===== src/rtl/bcd_digit_counter.sv =====
// rtl/bcd_digit_counter.sv - one clock digit: prescaler, modulo-N up/down counter, 7-segment decode
module bcd_digit_counter #(
  parameter int TICK_DIV     = 500000,
  parameter int MODULUS      = 10,
  parameter int USE_EXT_TICK = 0,
  parameter int PRE_W        = 32
) (
  input  logic       clock,
  input  logic       reset,
  input  logic       pause_n,
  input  logic       clear,
  input  logic       lock,
  input  logic       down,
  input  logic       load,
  input  logic [3:0] load_val,
  input  logic       tick_in,
  output logic       run,
  output logic [3:0] digit,
  output logic       carry_out,
  output logic [6:0] seg
);

  localparam logic [3:0]       TOP      = 4'(MODULUS - 1);
  localparam logic [PRE_W-1:0] PRE_LAST = PRE_W'(TICK_DIV - 1);

  logic             sync1, sync2, sync_prev;
  logic             press;
  logic             user_clear, user_load;
  logic [PRE_W-1:0] pre, pre_next;
  logic             step;
  logic [3:0]       digit_next;
  logic             carry_next;

  function automatic logic [6:0] seg_of(input logic [3:0] v);
    case (v)
      4'h0:    seg_of = 7'b1000000;
      4'h1:    seg_of = 7'b1111001;
      4'h2:    seg_of = 7'b0100100;
      4'h3:    seg_of = 7'b0110000;
      4'h4:    seg_of = 7'b0011001;
      4'h5:    seg_of = 7'b0010010;
      4'h6:    seg_of = 7'b0000010;
      4'h7:    seg_of = 7'b1111000;
      4'h8:    seg_of = 7'b0000000;
      4'h9:    seg_of = 7'b0010000;
      4'hA:    seg_of = 7'b0001000;
      4'hB:    seg_of = 7'b0000011;
      4'hC:    seg_of = 7'b1000110;
      4'hD:    seg_of = 7'b0100001;
      4'hE:    seg_of = 7'b0000110;
      default: seg_of = 7'b0001110;
    endcase
  endfunction

  // The edge detector keeps sampling under lock so unlocking never fires a stale press.
  always_ff @(posedge clock) begin
    if (reset) begin
      sync1     <= 1'b1;
      sync2     <= 1'b1;
      sync_prev <= 1'b1;
    end else begin
      sync1     <= pause_n;
      sync2     <= sync1;
      sync_prev <= sync2;
    end
  end

  assign press      = sync_prev & ~sync2;
  assign user_clear = clear & ~lock;
  assign user_load  = load & ~lock;

  always_ff @(posedge clock) begin
    if (reset)
      run <= 1'b0;
    else if (press && !lock)
      run <= ~run;
  end

  always_comb begin
    pre_next = pre;
    step     = 1'b0;
    if (USE_EXT_TICK != 0) begin
      step = tick_in & run;
    end else if (run) begin
      if (pre == PRE_LAST) begin
        pre_next = '0;
        step     = 1'b1;
      end else begin
        pre_next = pre + PRE_W'(1);
      end
    end
    if (user_clear || user_load)
      pre_next = '0;
  end

  always_comb begin
    digit_next = digit;
    carry_next = 1'b0;
    if (user_clear) begin
      digit_next = 4'd0;
    end else if (user_load) begin
      digit_next = (load_val > TOP) ? TOP : load_val;
    end else if (step) begin
      if (down) begin
        if (digit == 4'd0) begin
          digit_next = TOP;
          carry_next = 1'b1;
        end else begin
          digit_next = digit - 4'd1;
        end
      end else begin
        if (digit == TOP) begin
          digit_next = 4'd0;
          carry_next = 1'b1;
        end else begin
          digit_next = digit + 4'd1;
        end
      end
    end
  end

  // seg is decoded from digit_next so it lines up with digit in the same cycle.
  always_ff @(posedge clock) begin
    if (reset) begin
      pre       <= '0;
      digit     <= 4'd0;
      carry_out <= 1'b0;
      seg       <= 7'b1000000;
    end else begin
      pre       <= pre_next;
      digit     <= digit_next;
      carry_out <= carry_next;
      seg       <= seg_of(digit_next);
    end
  end

endmodule


===== config.mk =====
export PLATFORM = sky130hd
export DESIGN_NAME = bcd_digit_counter
export DESIGN_NICKNAME = d
export VERILOG_FILES = /design/src/rtl/bcd_digit_counter.sv
export SDC_FILE = /design/constraint.sdc
export NUM_CORES = 1
export LEC_CHECK = 0
export BUFFER_PORTS_ARGS = -buffer_cell sky130_fd_sc_hd__buf_4
export CAP_MARGIN = 20
export CORE_MARGIN = 3
export CORE_UTILIZATION = 25
export CTS_BUF_LIST = sky130_fd_sc_hd__clkbuf_8 sky130_fd_sc_hd__clkbuf_16
export CTS_CLUSTER_DIAMETER = 60
export DETAILED_ROUTE_END_ITERATION = 16
export PLACE_DENSITY_LB_ADDON = 0.15
export SYNTH_ARGS = -nofsm -noshare
export SYNTH_HDL_FRONTEND = slang
export SYNTH_SLANG_ARGS = --single-unit

===== constraint.sdc =====
create_clock -name clock -period 3.4 [get_ports clock]
set_clock_uncertainty 0.1 [all_clocks]
set_input_delay 0.34 -clock clock [delete_from_list [all_inputs] [get_ports clock]]
set_output_delay 0.34 -clock clock [all_outputs]
set_load 0.03 [all_outputs]

# Yosys cells after proc, flatten, opt, wreduce, memory -nomap -nowiden
# Memories as Yosys holds them, arrays and structs flattened. A register that Yosys moved wholly into a read port is not among the register bits.
# Cells that the tools add are included.
# W data, S select, Z words.
totals:
  out_inout_bits: 13
  n_memories: 1
  elab_cells: 40
  input_bits: 12
  mem_bits_ro: 112
  reg_bits: 41
mem_list:
  columns: ["name", "depth", "width", "read_ports", "rd_ports_with_merged_regs", "write_ports", "line_no", "text"]
  rows:
  - ["(name not given)", 16, 7, 1, 1, 0, "35", "case (v)"]
op_classes:
  bitwise_logic: 7
  n_eq_ne: 2
  muxes: 13
  magnitude_cmp: 1
  n_reduce_logical: 6
  add_sub_neg: 3
op_table:
  columns: ["op", "n"]
  rows:
  - ["$add A32 B1 Y32 const B", 1]
  - ["$eq A32 B19 Y1 const B", 1]
  - ["$mux W32", 1]
  - ["$mux W4", 7]
  - ["$mux W1", 5]
  - ["$add A4 B1 Y4 const B", 1]
  - ["$eq A4 B4 Y1 const B", 1]
  - ["$gt A4 B4 Y1 const B", 1]
  - ["$logic_not A4 Y1", 1]
  - ["$not A1 Y1", 4]
  - ["$reduce_or A4 Y1", 1]
  - ["$sub A4 B1 Y4 const B", 1]
  - ["$and A1 B1 Y1", 3]
  - ["$reduce_or A2 Y1", 1]
  - ["$logic_and A1 B1 Y1", 1]
  - ["$logic_not A1 Y1", 1]
  - ["$logic_or A1 B1 Y1", 1]

# Depth between registers and ports, before layout
# Gate-level depths: netlist of the first run.
logic_depth:
  word_depth: 6
  mapped_depth: 10
  depth_no_buf: 10

# Worst setup path before layout of the first run
# Ideal clock, no wire load.
synth_path:
  path_type: "register -> register"
  from: "register run"
  to: "register seg[3]"
  slack_ps: 381
  stages_incl_launch_ff: 11
  arrival_time_ps: 2804
  setup_ps: 115
  synth_period_minus_slack_ps: 3019
  path_buffers: 1
  required_time_ps: 3185
  path_cell_list: "dfxtp_1 clkbuf_1 and3_1 nand3_1 nor3_1 nand2b_1 a311o_1 inv_1 ha_1 mux4_2 and2_1"
synth_between:
  elab_chain_len: 4
synth_lines:
  columns: ["element", "line_no", "text"]
  rows:
  - ["start, declared", "17", "output logic run,"]
  - ["start signal, assigned", "76", "run <= ~run;"]
  - ["$mux W1", "84", "end else if (run) begin"]
  - ["$mux W4", "103", "end else if (step) begin"]
  - ["$mux W4", "101", "end else if (user_load) begin"]
  - ["$mux W4", "99", "if (user_clear) begin"]
  - ["named net digit_next[0]", "31", "logic [3:0] digit_next;"]
  - ["end, declared", "20", "output logic [6:0] seg"]
# The timed path passes the listed nets, and every way through them passes these cells.
# A chain may end at the register's enable or synchronous reset.

# Final worst setup path of the first run
layout_path:
  from: "register pre[14]"
  to: "register seg[3]"
layout_between:
  elab_chain_len: 6
layout_lines:
  columns: ["element", "line_no", "text"]
  rows:
  - ["start, declared", "29", "logic [PRE_W-1:0] pre, pre_next;"]
  - ["start signal, assigned", "130", "pre <= pre_next;"]
  - ["$eq A32 B19 Y1", "85", "if (pre == PRE_LAST) begin"]
  - ["$mux W1", "85", null]
  - ["$mux W1", "84", null]
  - ["$mux W4", "103", null]
  - ["$mux W4", "101", null]
  - ["$mux W4", "99", null]
  - ["named net digit_next[0]", "31", null]
# The timed path passes the listed nets, and every way through them passes these cells.

==> impl_metrics.yaml, run 1 <==
sta:
  worstMarginPinSlew_ns: 0.6735
  tns_ns: 0
  drv_slew: 0
  fmax_mhz: 331.4
  setup_viol: 0
  slew_headroom_pct: 54.75
  rsz0062_at_grt: "no"
  finalCritPeriodShare_pct: 88.75
  final.min_clock_period_ns: 3.018
  hold_violations: 0
yosys:
  yosysMostFrequentCell: "nor2_1"
  yosys.area.top_type: "dfxtp_1"
  synthArstFlopShare_pct: 0
  syn-num-nets: 305
  synth_area_leaders: "dfxtp_1, xor2_1, nor2_1"
  synthFlopType: "dfxtp_1"
  synth_edf_count: 0
  yosys-top-cells-count: "nor2_1, dfxtp_1, xor2_1, nand3_1, nand2_1"
  yosysSeqAreaShare_pct: 39.20
  ys_types: 52
  ys_ff_latch: 48
  synthCells: 286
  netlist_area_mm2: 0.002451
  synth_warnings: 0
  synth_top_area_share_pct: 39.20
  syn-mean-instance-area_um2: 8.570
die:
  die_area_mm2: 0.01103
  coreArea_mm2: 0.009371
  start_util_pct: 26.15
  num_rows: 35
  die_y_um: 105.0
  die_w_um: 105.0
  io_pins: 25
final_layout:
  instances_no_fill: 441
  drive_gt1_share_pct: 16.67
  syn2layout_area_growth_pct: 17.66
  final_util_pct: 30.77
  nNetsFinal: 330
  antenna-diode-count: 0
global_routing:
  grt_max_degree: 33
  grt_pass1_vias: 1931
  grt-ovfl-total: 0
  antenna_found_initial: 0
  grt_usage_pct: 10.14
  grt_pass1_wl_mm: 9.232
route:
  drc: 0
  via_count: 1981
  drt-total-wl_mm: 5.391
  ant_nets: 0
  drt_iter0_markers: 82
  vias_per_cell: 4.492
  avgRoutedWirePerCell_um: 12.22
  first_pass_iters: 4
placement:
  dp_hpwl_mm: 3.951
  place_congestion: 0.7593
  io_buffers: 23
  dp.cells: 433
clock_network:
  cts.clk_slew.worst_paths_ns: 0.09
  clk_path_buf_depth: 2
  htree_levels: 2
  cts_buffers: 5
  cts_sinks: 48
  clock_latency_ns: 0.30
  post_cts_buffers: 0
  cts-root-buf: "clkbuf_8"
  cts_tree: "built"
  hold_buffers: 0
  cts_resized: 0
critical_path:
  cp.arrival_ns: 3.12
  worstPathMaxFanout: 6
  cp-start-kind: "register"
  crit_required_ns: 3.50
  worstSetupPathType: "register to register"
  end_kind: "register"
pwr:
  ir_worst_vdd_uv: 142.5
  power.total_w: 0.001143
  power_density_mw_per_mm2: 396.2
  p_leak_nw: 1.089
run_status:
  status: "finished clean"
worst_hold_path:
  min_path_type: "input pin to register"
run:
  drv_cap: 0
[worst max-delay path, stage by stage, from the launching register on]
cell and delay, ns:
dfxtp_1 0.34, nor4b_1 0.39, nand4_1 0.29, nor3_1 0.25, buf_4 0.16, nand2b_1 0.11, a311o_1 0.29, inv_1 0.11
ha_1 0.27, mux4_2 0.47, and2_1 0.16
[final timing paths]
kind | startpoint | end | slack, ns | depth (start not counted)
max | pre[14] | seg[3] | 0.38 | 10
min | pause_n | sync1 | 0.12 | 2
max reg2reg | pre[14] | seg[3] | 0.38 | 10
min reg2reg | sync1 | sync2 | 0.32 | 1
[area by class of cell]
cell class | count | area [µm²]
fillers | 1035 | 6487
clock inverters | 2 | 38.79
flip-flops and latches | 48 | 960.9
inverters | 8 | 30.03
clock buffers | 6 | 82.58
multi-input cells | 218 | 1385
well taps | 129 | 161.4
repair buffers | 30 | 225.2
[power by group]
| part | total (W) | internal [W] | switching, W |
|---|---|---|---|
| Sequential | 0.000578 | 0.000572 | 0.00000682 |
| Clock | 0.000438 | 0.000241 | 0.000197 |
| Combinational | 0.000126 | 0.0000526 | 0.0000737 |
[cell families after synthesis]
kind of cell | synth area share, %
AOI/OAI and AO/OA | 8.168
and+or+nand+nor | 31.09
DFF | 39.20
muxes | 2.603
xor gates and xnor gates | 11.08
adders and majority gates | 3.573
buffers and inverters | 4.288
[registers in the layout (all words and copies together) (netlist names)]
| name | flops |
|---|---|
| carry_out | 1 |
| sync_prev | 1 |
| run | 1 |
| seg | 7 |
| pre | 32 |
| sync1 | 1 |
| digit | 4 |
| sync2 | 1 |
[per-layer routing]
metal	track usage, %	share of wire, %	wire length [µm]	vias up
met4	3.187	1.3	68	0
li1	-	-	-	1037
met3	2.841	3.2	174	5
met5	0	0	0	-
met1	13.99	52	2827	922
met2	15.26	43	2321	17
[cells in the final DEF (no fill, tap or decap), drive strengths merged, types with 6 or more instances in the layout]
master	instances
nor2	49
ha	7
and3	12
xnor2	8
buf	30
nand2b	6
dfxtp	48
a31oi	6
inv	8
nand3	22
clkbuf	6
nand2	17
nor3	6
xor2	23
[per-stage QoR]
step	worst slack, ns	area, µm²	hold WS [ns]
global placement	0.3277	2763	0.2943
CTS	0.3206	2884	0.1044
global route	0.06569	2884	0.1039
floorplan	0.3810	2451	0.2895
detailed placement	0.3458	2763	0.2992
finish	0.3824	2884	0.1160
No activity file was read; power rests on OpenSTA's default activity.
==> run 2: changes to the inputs <==
--- a/config.mk
+++ b/config.mk
@@ -5,12 +5,13 @@
 export SDC_FILE = /design/constraint.sdc
 export NUM_CORES = 1
 export LEC_CHECK = 0
+export ABC_AREA = 1
 export BUFFER_PORTS_ARGS = -buffer_cell sky130_fd_sc_hd__buf_4
 export CAP_MARGIN = 20
 export CORE_MARGIN = 3
 export CORE_UTILIZATION = 25
 export CTS_BUF_LIST = sky130_fd_sc_hd__clkbuf_8 sky130_fd_sc_hd__clkbuf_16
-export CTS_CLUSTER_DIAMETER = 60
+export CTS_CLUSTER_DIAMETER = 200
 export DETAILED_ROUTE_END_ITERATION = 16
 export PLACE_DENSITY_LB_ADDON = 0.15
 export SYNTH_ARGS = -nofsm -noshare
==> impl_metrics.yaml, run 2 <==
die:
  io_pins: 25
  die_area_mm2: 0.01211
  num_rows: 37
  die_y_um: 110.0
  coreArea_mm2: 0.01042
  start_util_pct: 25.98
  die_w_um: 110.0
yosys:
  syn-num-nets: 441
  yosysSeqAreaShare_pct: 35.51
  synthFlopType: "dfxtp_1"
  synth_warnings: 0
  netlist_area_mm2: 0.002706
  ys_ff_latch: 48
  ys_types: 34
  synthArstFlopShare_pct: 0
  syn-mean-instance-area_um2: 6.413
  yosysMostFrequentCell: "nand2_1"
  synthCells: 422
  yosys.area.top_type: "dfxtp_1"
  synth_area_leaders: "dfxtp_1, nand2_1, nor2_1"
  synth_top_area_share_pct: 35.51
  yosys-top-cells-count: "nand2_1, nor2_1, inv_1, dfxtp_1, nand3_1"
  synth_edf_count: 0
global_routing:
  use_met3_pct: 2.271
  grt_pass1_wl_mm: 11.27
  busiest_layer: "met2"
  grt_pass1_vias: 2456
  grt-ovfl-total: 0
  grt_max_degree: 21
  antenna_found_initial: 0
  gr-usage-met2_pct: 18.41
  use_met1_pct: 16.17
  grt_usage_pct: 11.64
route:
  first_pass_iters: 4
  ant_nets: 0
  avgRoutedWirePerCell_um: 11.20
  drt_iter0_markers: 170
  vias_per_cell: 4.347
  drc: 0
  drt-total-wl_mm: 6.585
  via_count: 2556
clock_network:
  htree_levels: 2
  clock_latency_ns: 0.30
  clk_path_buf_depth: 2
  cts-root-buf: "clkbuf_8"
  cts_buffers: 5
  post_cts_buffers: 0
  cts.clk_slew.worst_paths_ns: 0.09
  cts_tree: "built"
  cts_sinks: 48
  cts_resized: 0
  hold_buffers: 0
critical_path:
  crit_required_ns: 3.50
  worstSetupPathType: "register to register"
  cp.arrival_ns: 2.62
  reg2reg_slack_ns: 0.88
  end_kind: "register"
  worstPathMaxFanout: 7
  cp-start-kind: "register"
final_layout:
  nNetsFinal: 470
  top_regs: "pre x32, seg x7, digit x4"
  drive_gt1_share_pct: 12.83
  antenna-diode-count: 0
  instances_no_fill: 588
  layout.cells.most_common_list: "nand2_1, nor2_1, inv_1, dfxtp_1, nand3_1"
  largest_reg_flops: 32
  top_register: "pre"
  layout_commonest_cell: "nand2_1"
  syn2layout_area_growth_pct: 16.18
pwr:
  power_density_mw_per_mm2: 342.2
  p_leak_nw: 1.342
  ir_worst_vdd_uv: 152.8
  power.total_w: 0.001076
sta:
  drv_slew: 0
  setup_ws_ns: 0.8784
  fin_hold_ws_ns: 0.1199
  tns_ns: 0
  final.min_clock_period_ns: 2.522
  setup_viol: 0
  rsz0062_at_grt: "no"
  slew_headroom_pct: 68.74
  hold_violations: 0
  finalCritPeriodShare_pct: 74.17
  worstMarginPinSlew_ns: 0.4647
  fmax_mhz: 396.6
worst_hold_path:
  min_path_type: "input pin to register"
placement:
  dp_hpwl_mm: 5.053
  place_congestion: 0.8548
  dp.cells: 580
  dpl_worst_slack_ns: 0.8996
  io_buffers: 23
run:
  drv_cap: 0
run_status:
  status: "finished clean"
## run 2: cell count changes in the layout (fill, tap and decap cells not counted), moves of 9 or more
cell / change
a21oi_1: +21
and3_1: -11
inv_1: +53
nand2_1: +91
nand3_1: +9
nor2_1: +14
o21ai_0: +13
xor2_1: -20
## run 2: cells by family (layout without fill, tap and decap cells)
| kind of cell | count (synthesis) | count (layout) | synth area share [%] |
|---|---|---|---|
| AO/OA/AOI/OAI | 52 | 52 | 10.31 |
| XOR/XNOR | 3 | 3 | 0.9711 |
| adder cells (fa/ha/maj) | 7 | 7 | 3.236 |
| buffers and inverters | 66 | 96 | 9.339 |
| flip-flops | 48 | 48 | 35.51 |
| AND/OR/NAND/NOR | 246 | 246 | 40.64 |
## run 2: worst paths after layout
path | startpoint | to | cells past startpoint
max | pre[0] | seg[2] | 15
max reg2reg | pre[0] | seg[2] | 15
min | pause_n | sync1 | 2
min reg2reg | sync1 | sync2 | 1
## run 2: where the power goes
| group | switching, W | total, W | internal [W] | leakage (nW) |
|---|---|---|---|---|
| clock | 0.000199 | 0.000361 | 0.000163 | 0.0486 |
| sequential | 0.00000603 | 0.000579 | 0.000573 | 0.389 |
| combinational | 0.0000892 | 0.000136 | 0.0000465 | 0.904 |
## run 2: critical path, cell delays in order, from the launching register on
cell and delay (ns):
dfxtp_1 0.38, ha_1 0.18, nand2_1 0.14, nor2_1 0.13
nand2_1 0.08, nor2_1 0.18, nand2_1 0.14, nand2_1 0.08
nand2_1 0.04, nand2_1 0.06, nand2_1 0.19, inv_1 0.16
ha_1 0.29, o21ai_0 0.12, o21ai_1 0.10, inv_1 0.05
## run 2: cell type report
cell class | instances | area, µm²
Clock buffer | 6 | 82.58
Clock inverter | 2 | 11.26
Fill cell | 1174 | 7272
Inverter | 63 | 239.0
Multi-Input combinational cell | 308 | 1493
Sequential cell | 48 | 960.9
Tap cell | 136 | 170.2
Timing Repair Buffer | 25 | 187.7
## run 2: routing by layer
layer	vias up	routed length, µm
met4	0	41
met3	2	205
met2	33	2927
met5	-	0
li1	1397	-
met1	1124	3411
## run 2: per-stage QoR
step	instance area (µm²)	utilization (%)
detailed placement	3050	29.29
global placement	3050	29.29
floorplan	2706	-
CTS	3144	30.19
global route	3144	30.19
finish	3144	30.19
